$ cat config.mk
export PLATFORM = sky130hd
export DESIGN_NAME = anita3_trigger_arbiter
export DESIGN_NICKNAME = d
export VERILOG_FILES = /design/src/rtl/anita3_trigger_arbiter.sv
export SDC_FILE = /design/constraint.sdc
export NUM_CORES = 1
export LEC_CHECK = 0
export ABC_AREA = 1
export CORE_AREA = 5 5 116 118
export CTS_BUF_LIST = sky130_fd_sc_hd__clkbuf_8
export CTS_CLUSTER_SIZE = 10
export DETAILED_ROUTE_END_ITERATION = 6
export DIE_AREA = 0 0 121 123
export DONT_BUFFER_PORTS = 1
export PLACE_DENSITY = 0.36
export SLEW_MARGIN = 20
export SYNTH_ARGS = -nofsm -noshare
export SYNTH_HDL_FRONTEND = slang
export SYNTH_SLANG_ARGS = --single-unit
export TNS_END_PERCENT = 5
$ cat constraint.sdc
create_clock -name clk250_i -period 2.9 [get_ports clk250_i]
set_input_delay 0.435 -clock clk250_i [delete_from_list [all_inputs] [get_ports clk250_i]]
set_output_delay 0.435 -clock clk250_i [all_outputs]
set_load 0.01 [all_outputs]
$ cat src/rtl/anita3_trigger_arbiter.sv
// Trigger arbiter for the ANITA-3 digitizer: grants one source per holdoff window and tracks buffer occupancy.
// Optional build macro TRIG_ARB_ROUNDROBIN_EN selects rotating grant priority instead of fixed lowest-index priority.
module anita3_trigger_arbiter #(
    parameter int NUM_SRC = 4,
    parameter int NUM_BUF = 4,
    parameter int HOLDOFF = 32,
    parameter int CNT_W   = 16
) (
    input  logic                       clk250_i,
    input  logic                       rst_i,
    input  logic [NUM_SRC-1:0]         req_i,
    input  logic [NUM_SRC-1:0]         src_mask_i,
    input  logic                       disable_i,
    input  logic                       clear_i,
    output logic                       trig_o,
    output logic [$clog2(NUM_SRC)-1:0] trig_src_o,
    output logic [NUM_SRC-1:0]         trig_pat_o,
    output logic [$clog2(NUM_BUF)-1:0] buf_o,
    output logic                       busy_o,
    output logic [$clog2(NUM_BUF):0]   occ_o,
    output logic [CNT_W-1:0]           event_count_o,
    output logic [CNT_W-1:0]           lost_count_o,
    output logic                       clear_err_o
);

    localparam int SRC_W  = $clog2(NUM_SRC);
    localparam int BUF_W  = $clog2(NUM_BUF);
    localparam int OCC_W  = BUF_W + 1;
    localparam int HCNT_W = $clog2(HOLDOFF + 1);

    typedef enum logic {
        IDLE,
        HOLD
    } state_t;

    state_t              r_state;
    state_t              w_state_nxt;
    logic [HCNT_W-1:0]   r_hcnt;

    logic                r_trig;
    logic [SRC_W-1:0]    r_trig_src;
    logic [NUM_SRC-1:0]  r_trig_pat;
    logic [BUF_W-1:0]    r_buf;
    logic [BUF_W-1:0]    r_wr_ptr;
    logic [OCC_W-1:0]    r_occ;
    logic                r_busy;
    logic [CNT_W-1:0]    r_event_count;
    logic [CNT_W-1:0]    r_lost_count;
    logic                r_clear_err;
`ifdef TRIG_ARB_ROUNDROBIN_EN
    logic [SRC_W-1:0]    r_rr_ptr;
    logic [SRC_W:0]      w_sum;
`endif

    logic [NUM_SRC-1:0]  w_v;
    logic                w_issue;
    logic                w_lost;
    logic                w_found;
    logic [SRC_W-1:0]    w_cand;
    logic [SRC_W-1:0]    w_grant_idx;
    logic [CNT_W:0]      w_pop;
    logic [CNT_W:0]      w_lost_sum;
    logic [OCC_W-1:0]    w_occ_nxt;
    logic                w_clear_err_nxt;

    assign w_v     = req_i & ~src_mask_i;
    assign w_issue = (r_state == IDLE) && !disable_i && !r_busy && (|w_v);
    assign w_lost  = (|w_v) && !w_issue;

    // Priority search; with rotation enabled it starts at r_rr_ptr and wraps.
    always_comb begin
        // NOTE: combinational blocks use blocking '=' and assign every output a default first, so no latch can be inferred.
        w_found     = 1'b0;
        w_cand      = '0;
        w_grant_idx = '0;
`ifdef TRIG_ARB_ROUNDROBIN_EN
        w_sum       = '0;
`endif
        for (int k = 0; k < NUM_SRC; k++) begin
`ifdef TRIG_ARB_ROUNDROBIN_EN
            w_sum = {1'b0, r_rr_ptr} + (SRC_W+1)'(k);
            if (w_sum >= (SRC_W+1)'(NUM_SRC))
                w_sum = w_sum - (SRC_W+1)'(NUM_SRC);
            w_cand = w_sum[SRC_W-1:0];
`else
            w_cand = SRC_W'(k);
`endif
            if (!w_found && w_v[w_cand]) begin
                w_found     = 1'b1;
                w_grant_idx = w_cand;
            end
        end
    end

    always_comb begin
        w_pop = '0;
        for (int i = 0; i < NUM_SRC; i++)
            w_pop = w_pop + {{CNT_W{1'b0}}, w_v[i]};
        w_lost_sum = {1'b0, r_lost_count} + w_pop;
    end

    // A clear that coincides with an issue cancels it; a clear on an empty pool is an error.
    always_comb begin
        w_occ_nxt       = r_occ;
        w_clear_err_nxt = r_clear_err;
        unique case ({w_issue, clear_i})
            2'b10: w_occ_nxt = r_occ + OCC_W'(1);
            2'b01: begin
                if (r_occ != '0)
                    w_occ_nxt = r_occ - OCC_W'(1);
                else
                    w_clear_err_nxt = 1'b1;
            end
            default: w_occ_nxt = r_occ;
        endcase
    end

    always_comb begin
        w_state_nxt = r_state;
        unique case (r_state)
            IDLE:    if (w_issue) w_state_nxt = HOLD;
            HOLD:    if (r_hcnt == '0) w_state_nxt = IDLE;
            default: w_state_nxt = IDLE;
        endcase
    end

    always_ff @(posedge clk250_i or posedge rst_i) begin
        // NOTE: clocked state uses non-blocking '<=' so every register samples pre-edge values.
        if (rst_i) begin
            r_state <= IDLE;
            r_hcnt  <= '0;
        end else begin
            r_state <= w_state_nxt;
            if (w_issue)
                r_hcnt <= HCNT_W'(HOLDOFF - 1);
            else if (r_state == HOLD && r_hcnt != '0)
                r_hcnt <= r_hcnt - HCNT_W'(1);
        end
    end

    always_ff @(posedge clk250_i or posedge rst_i) begin
        if (rst_i) begin
            r_trig        <= 1'b0;
            r_trig_src    <= '0;
            r_trig_pat    <= '0;
            r_buf         <= '0;
            r_wr_ptr      <= '0;
            r_occ         <= '0;
            r_busy        <= 1'b0;
            r_event_count <= '0;
            r_lost_count  <= '0;
            r_clear_err   <= 1'b0;
        end else begin
            r_trig      <= w_issue;
            r_trig_src  <= w_issue ? w_grant_idx : '0;
            r_trig_pat  <= w_issue ? w_v : '0;
            r_buf       <= w_issue ? r_wr_ptr : '0;
            r_occ       <= w_occ_nxt;
            r_busy      <= (w_occ_nxt == OCC_W'(NUM_BUF));
            r_clear_err <= w_clear_err_nxt;
            if (w_issue) begin
                r_wr_ptr      <= r_wr_ptr + BUF_W'(1);
                r_event_count <= r_event_count + CNT_W'(1);
            end
            if (w_lost)
                r_lost_count <= w_lost_sum[CNT_W] ? {CNT_W{1'b1}} : w_lost_sum[CNT_W-1:0];
        end
    end

`ifdef TRIG_ARB_ROUNDROBIN_EN
    always_ff @(posedge clk250_i or posedge rst_i) begin
        if (rst_i)
            r_rr_ptr <= '0;
        else if (w_issue)
            r_rr_ptr <= (w_grant_idx == SRC_W'(NUM_SRC - 1)) ? '0 : w_grant_idx + SRC_W'(1);
    end
`endif

    assign trig_o        = r_trig;
    assign trig_src_o    = r_trig_src;
    assign trig_pat_o    = r_trig_pat;
    assign buf_o         = r_buf;
    assign busy_o        = r_busy;
    assign occ_o         = r_occ;
    assign event_count_o = r_event_count;
    assign lost_count_o  = r_lost_count;
    assign clear_err_o   = r_clear_err;

endmodule
==> flow_summary.toml, run 1 <==
[place]
globalplace.congestion = 0.738
io_buffers = 0
place_area_mm2 = 0.00336
place_inst = 603
dpl.hpwl_um = 6070

[power]
power_frac_seq = 0.508
clkPwrFrac = 0.189
comb_power_share = 0.303
p_int_w = 0.00143
ir_drop_uv = 362
power_switching_share = 0.422
total_power_w = 0.00247
switchingPower_w = 0.00104
p_leak_nw = 1.63
power_density_mw_per_mm2 = 714

[clock_tree]
post_cts_buffers = 0
htree_levels = 2
clk_pin_slew_worst_paths_ps = 110
cts_tree = "done"
cts_root_buf = "clkbuf_8"
cts_resized = 0
postCtsHoldBufs = 0
clock_sinks = 55
cts_buffer_depth = 2
clock_latency_ps = 340
numCtsBuffers = 5

[global_route]
overflow = 0
grt_max_degree = 29
groute.usage.overall = 0.118
antenna_found_initial = 0
grt_pass1_vias = 2590
grt_pass1_wl_um = 13600

[min_path]
hold_class = "input pin to async pin"

[drt]
firstDrtPassIters = 4
viasPerCell = 4.28
wl_per_cell_um = 13.4
drt_iter0_drc = 87
antenna_left = 0
wl_um = 8140
drc = 0
num_vias = 2611

[setup_path]
cp.required_ps = 3180
rr_startpoint = "lost_count_o[0]$_DFFE_PP0P_"
cp-end-kind = "register"
crit_slowest_cell = "dfrtp_1"
worstSetupPathType = "register to register"
max_stage_delay_ps = 460
crit_chain = "xor2_1, inv_1, ha_1, inv_1, fa_1, inv_1, fa_1, nand2_1, nor2_1, nand2_1, nor2_1, nand3_1, nand3_1"
rr_endpoint = "lost_count_o[9]$_DFFE_PP0P_"
cp.arrival_ps = 2890
startpoint_type = "register"
cpMostUsedCell = "inv_1"
path_max_fanout = 4
reg2reg_depth = 13
regToRegSetupSlack_ps = 290

[logic_synthesis]
synth-main-ff-cell = "dfrtp_1"
synth_cell_types = 22
synth.top_cells.by_count = "nand2_1 (149), dfrtp_1 (55), inv_1 (55)"
syn_area_mm2 = 0.00311
ys_warn_count = 0
syn-num-nets = 451
syn_inst = 427
synth_top_cell_by_area = "dfrtp_1"
synth_seq_cells = 55
avgSynthCellArea_um2 = 7.29
synthArstFlopShare = 1.00
netlist.area_leader.share = 0.442
synth_area_leaders = "dfrtp_1 (44%), nand2_1 (18%), nand3_1 (6.9%)"
synth_edf_count = 0
yosysMostFrequentCell = "nand2_1"
ys_seq_area_frac = 0.442

[timing]
drv_slew = 0
holdWs_ps = 62.6
layout_min_cycle_time_ps = 2610
worstMarginPinSlew_ps = 639
finalCritPeriodShare = 0.900
relSlewSlack = 0.574
setup-violations-final = 0
fmax_mhz = 383
setup_tns_ps = 0
finalClockSkew_ps = 11.1
rsz0062_at_grt = "no"
hold_viol_final = 0

[floorplan]
rows = 41
coreArea_mm2 = 0.0124
dieHeight_um = 123
dieArea_mm2 = 0.0149
ios = 58
die_width_um = 121
initial_utilization = 0.252

[finish]
stdcell_area_mm2 = 0.00345
final_cell_count_no_fill = 610
fillCellCount = 1398
drive_gt1_frac = 0.0616
multi_input_area_mm2 = 0.00148
layout.area.seq_mm2 = 0.00138
area_delta_synth_final_pct = 10.9
antenna_cells = 0
nets = 462

[flow_run]
max_cap_violations = 0

[outcome]
outcome = "finished clean"
==> how the worst max path moves through the flow <==
stage	slack, ps	endpoint	startpoint	depth (start not counted)
global route	30	lost_count_o[2]$_DFFE_PP0P_	lost_count_o[0]$_DFFE_PP0P_	13
detailed placement	50	lost_count_o[2]$_DFFE_PP0P_	src_mask_i[0]	15
finish	290	lost_count_o[9]$_DFFE_PP0P_	lost_count_o[0]$_DFFE_PP0P_	13
CTS	140	lost_count_o[13]$_DFFE_PP0P_	lost_count_o[0]$_DFFE_PP0P_	13
floorplan	380	lost_count_o[13]$_DFFE_PP0P_	src_mask_i[0]	15
global placement	160	lost_count_o[4]$_DFFE_PP0P_	src_mask_i[0]	15
==> cells by family (layout without fill, tap and decap cells) <==
logic type | Yosys count | in the layout | synth area share
flops | 55 | 55 | 0.442
compound gates | 23 | 23 | 0.0382
simple gates | 267 | 267 | 0.365
fa+ha+maj | 12 | 12 | 0.0530
buf+inv | 64 | 75 | 0.0848
xor+xnor | 6 | 6 | 0.0169
==> final cells by class <==
class,instances,area share
inverters,57,0.0619
multi-input cells,308,0.428
clock buffers,6,0.0239
clock inverters,1,0.00145
well taps,172,0.0623
flip-flops and latches,55,0.398
repair buffers,11,0.0239
==> registers in the layout, summed over array words and instances, names as in the netlist <==
signal,flops
trig_src_o,2
clear_err_o,1
busy_o,1
occ_o,3
r_state,1
buf_o,2
r_wr_ptr,2
lost_count_o,16
event_count_o,16
trig_pat_o,4
r_hcnt,6
trig_o,1
==> power by group through the flow <==
stage          clock network [W]  logic (W)  registers [W]
5_1_grt                 0.000525   0.000913        0.00129
4_1_cts                 0.000503   0.000770        0.00127
3_5_place_dp                   0   0.000771        0.00128
2_1_floorplan                  0   0.000616        0.00119
6_report                0.000466   0.000749        0.00125
3_3_place_gp                   0   0.000759        0.00128
==> critical path, delay by kind of cell, from the launching register on <==
kind / cells / cell delay (ps)
flip-flops: 1 / 460
XOR/XNOR: 1 / 180
buffers and inverters: 3 / 200
AND/OR/NAND/NOR: 6 / 850
adder cells (fa/ha/maj): 3 / 890
==> per-stage QoR <==
| stage | utilization | setup slack, ps |
|---|---|---|
| 5_1_grt | 0.279 | 31.7 |
| 6_report | 0.279 | 290 |
| 2_1_floorplan | - | 381 |
| 3_5_place_dp | 0.272 | 46.9 |
| 4_1_cts | 0.279 | 141 |
| 3_3_place_gp | 0.272 | 156 |
==> layer usage <==
metal	track usage	wire length, um
met5	0	0
met4	0.0489	145
met3	0.0407	487
met2	0.184	3620
met1	0.150	3890
==> cells in the final DEF (no fill, tap or decap) <==
| cell type | n |
|---|---|
| dfrtp_1 | 55 |
| nand3_1 | 42 |
| inv_2 | 3 |
| nor2_4 | 2 |
| clkinv_2 | 1 |
| nor2_2 | 1 |
| nand3b_1 | 6 |
| xnor2_1 | 3 |
| o21ai_0 | 18 |
| nand4_1 | 10 |
| xor2_1 | 3 |
| nor2_1 | 52 |
| nand3_2 | 1 |
| fa_1 | 2 |
| clkbuf_8 | 6 |
| a31o_2 | 1 |
| buf_4 | 11 |
| nor3_4 | 1 |
| inv_1 | 54 |
| a21oi_1 | 4 |
| ha_1 | 10 |
| nor3_1 | 3 |
| nand2_1 | 149 |
(Power assumes the default switching activity.)
==> run 2, diff against run 1 <==
- CORE_AREA: 5 5 116 118 -> 5 5 92 94
- DIE_AREA: 0 0 121 123 -> 0 0 97 99
- PLACE_DENSITY: 0.36 -> 0.53
==> run 2 against run 1 <==
Compared with the run above:
- clock power is 28% higher
- first-iteration DRC count grew 67%
- clock skew shrank 1.6 ps
- worst setup slack worse by 29 ps
- critical path depth unchanged
- fmax fell by 1.1%
- flip-flop and latch count unchanged
- via count shrank 2.6%
- die area decreased by 35%
- largest cell class unchanged
==> flow_summary.toml, run 2 (synthesized netlist as in run 1, its figures left out) <==
[finish]
nets = 456
stdcell_area_mm2 = 0.00336
area_delta_synth_final_pct = 7.95
drive_gt1_frac = 0.0462
utilization = 0.444
antenna_cells = 0
final_cell_mix = "nand2_1 (149), inv_1 (55), dfrtp_1 (55)"
final_common_cell = "nand2_1"

[drt]
wl_um = 6890
num_vias = 2542
antenna_left = 0
wl_per_cell_um = 12.9
drc = 0
firstDrtPassIters = 4
drt_iter0_drc = 145
viasPerCell = 4.75

[power]
power_frac_seq = 0.478
power_density_mw_per_mm2 = 765
total_power_w = 0.00257
power_switching_share = 0.387
switchingPower_w = 0.000996
p_leak_nw = 1.63
clkPwrFrac = 0.232
comb_power_share = 0.291
ir_drop_uv = 339
p_int_w = 0.00158

[clock_tree]
postCtsHoldBufs = 0
cts_root_buf = "clkbuf_8"
post_cts_buffers = 0
clk_pin_slew_worst_paths_ps = 100
clock_sinks = 55
cts_buffer_depth = 2
cts_resized = 0
htree_levels = 2
cts_tree = "done"
clock_latency_ps = 310
numCtsBuffers = 5

[timing]
drv_slew = 0
worstMarginPinSlew_ps = 720
holdWs_ps = 181
setup-violations-final = 0
setup_tns_ps = 0
hold_viol_final = 0
layout_min_cycle_time_ps = 2640
rsz0062_at_grt = "no"
finalClockSkew_ps = 9.52
finalCritPeriodShare = 0.910
relSlewSlack = 0.520
fmax_mhz = 379

[floorplan]
ios = 58
initial_utilization = 0.412
rows = 32
die_width_um = 97
dieHeight_um = 99
coreArea_mm2 = 0.00757
dieArea_mm2 = 0.00960

[setup_path]
path_max_fanout = 8
rr_startpoint = "lost_count_o[0]$_DFFE_PP0P_"
reg2reg_depth = 13
cp.required_ps = 3130
startpoint_type = "register"
regToRegSetupSlack_ps = 260
cp.arrival_ps = 2870
cp-end-kind = "register"
worstSetupPathType = "register to register"
rr_endpoint = "lost_count_o[10]$_DFFE_PP0P_"

[global_route]
antenna_found_initial = 0
grt_max_degree = 56
grt_pass1_vias = 2393
overflow = 0
groute.usage.overall = 0.147
grt_pass1_wl_um = 11800

[place]
globalplace.congestion = 0.796
dpl.hpwl_um = 5130
place_area_mm2 = 0.00323
io_buffers = 0

[flow_run]
max_cap_violations = 0

[min_path]
hold_class = "input pin to async pin"

[outcome]
outcome = "finished clean"
==> run 2: changes by cell type in the layout (fill, tap and decap cells not counted), sizes merged <==
| cell | delta |
|---|---|
| buf | -6 |
| inv | +1 |
| bufinv | +2 |
| clkbuf | -1 |
| clkinv | -1 |
==> run 2: routing by layer <==
| layer | share of wire | track usage | up-vias |
|---|---|---|---|
| met5 | 0 | 0 | - |
| met4 | 0.0061 | 0.0259 | 0 |
| met3 | 0.053 | 0.0403 | 4 |
| met2 | 0.46 | 0.242 | 45 |
| met1 | 0.48 | 0.197 | 1155 |
| li1 | - | - | 1338 |
==> run 2: how the worst max path moves through the flow <==
stage,to,start,slack [ps]
5_1_grt,lost_count_o[5]$_DFFE_PP0P_,lost_count_o[0]$_DFFE_PP0P_,2
4_1_cts,lost_count_o[10]$_DFFE_PP0P_,lost_count_o[0]$_DFFE_PP0P_,230
6_report,lost_count_o[10]$_DFFE_PP0P_,lost_count_o[0]$_DFFE_PP0P_,260
2_1_floorplan,lost_count_o[13]$_DFFE_PP0P_,src_mask_i[0],380
3_5_place_dp,lost_count_o[10]$_DFFE_PP0P_,src_mask_i[0],30
3_3_place_gp,lost_count_o[15]$_DFFE_PP0P_,src_mask_i[0],120
==> run 2: power by group through the flow <==
stage,registers [W],clock network [W],logic (W)
global placement,0.00125,0,0.000739
finish,0.00123,0.000597,0.000748
detailed placement,0.00126,0,0.000755
CTS,0.00124,0.000612,0.000761
floorplan,0.00119,0,0.000616
global route,0.00127,0.000641,0.000903
==> run 2: layout make-up <==
cell class              count  area [um2]
well taps                 102         128
clock inverters             3        63.8
multi-input cells         308        1470
clock buffers               5        68.8
fillers                   776        4210
flip-flops and latches     55        1380
repair buffers              5        37.5
inverters                  57         214
==> run 2: through the flow <==
| stage | worst slack (ps) | instances |
|---|---|---|
| final | 262 | 535 |
| after global routing | 1.97 | 535 |
| after CTS | 231 | 535 |
| after detailed placement | 34.4 | 527 |
| after global placement | 120 | 527 |
| after floorplan | 381 | 427 |
==> run 2: worst max-delay path: stages (launching register included) <==
cell and delay, ps:
dfrtp_1 400, xor2_1 150, inv_1 50, ha_1 270
inv_1 50, fa_1 400, inv_1 90, fa_1 210
nand2_1 80, nor2_1 190, nand2_1 90, inv_1 90
nand3_1 280, nand3_1 210
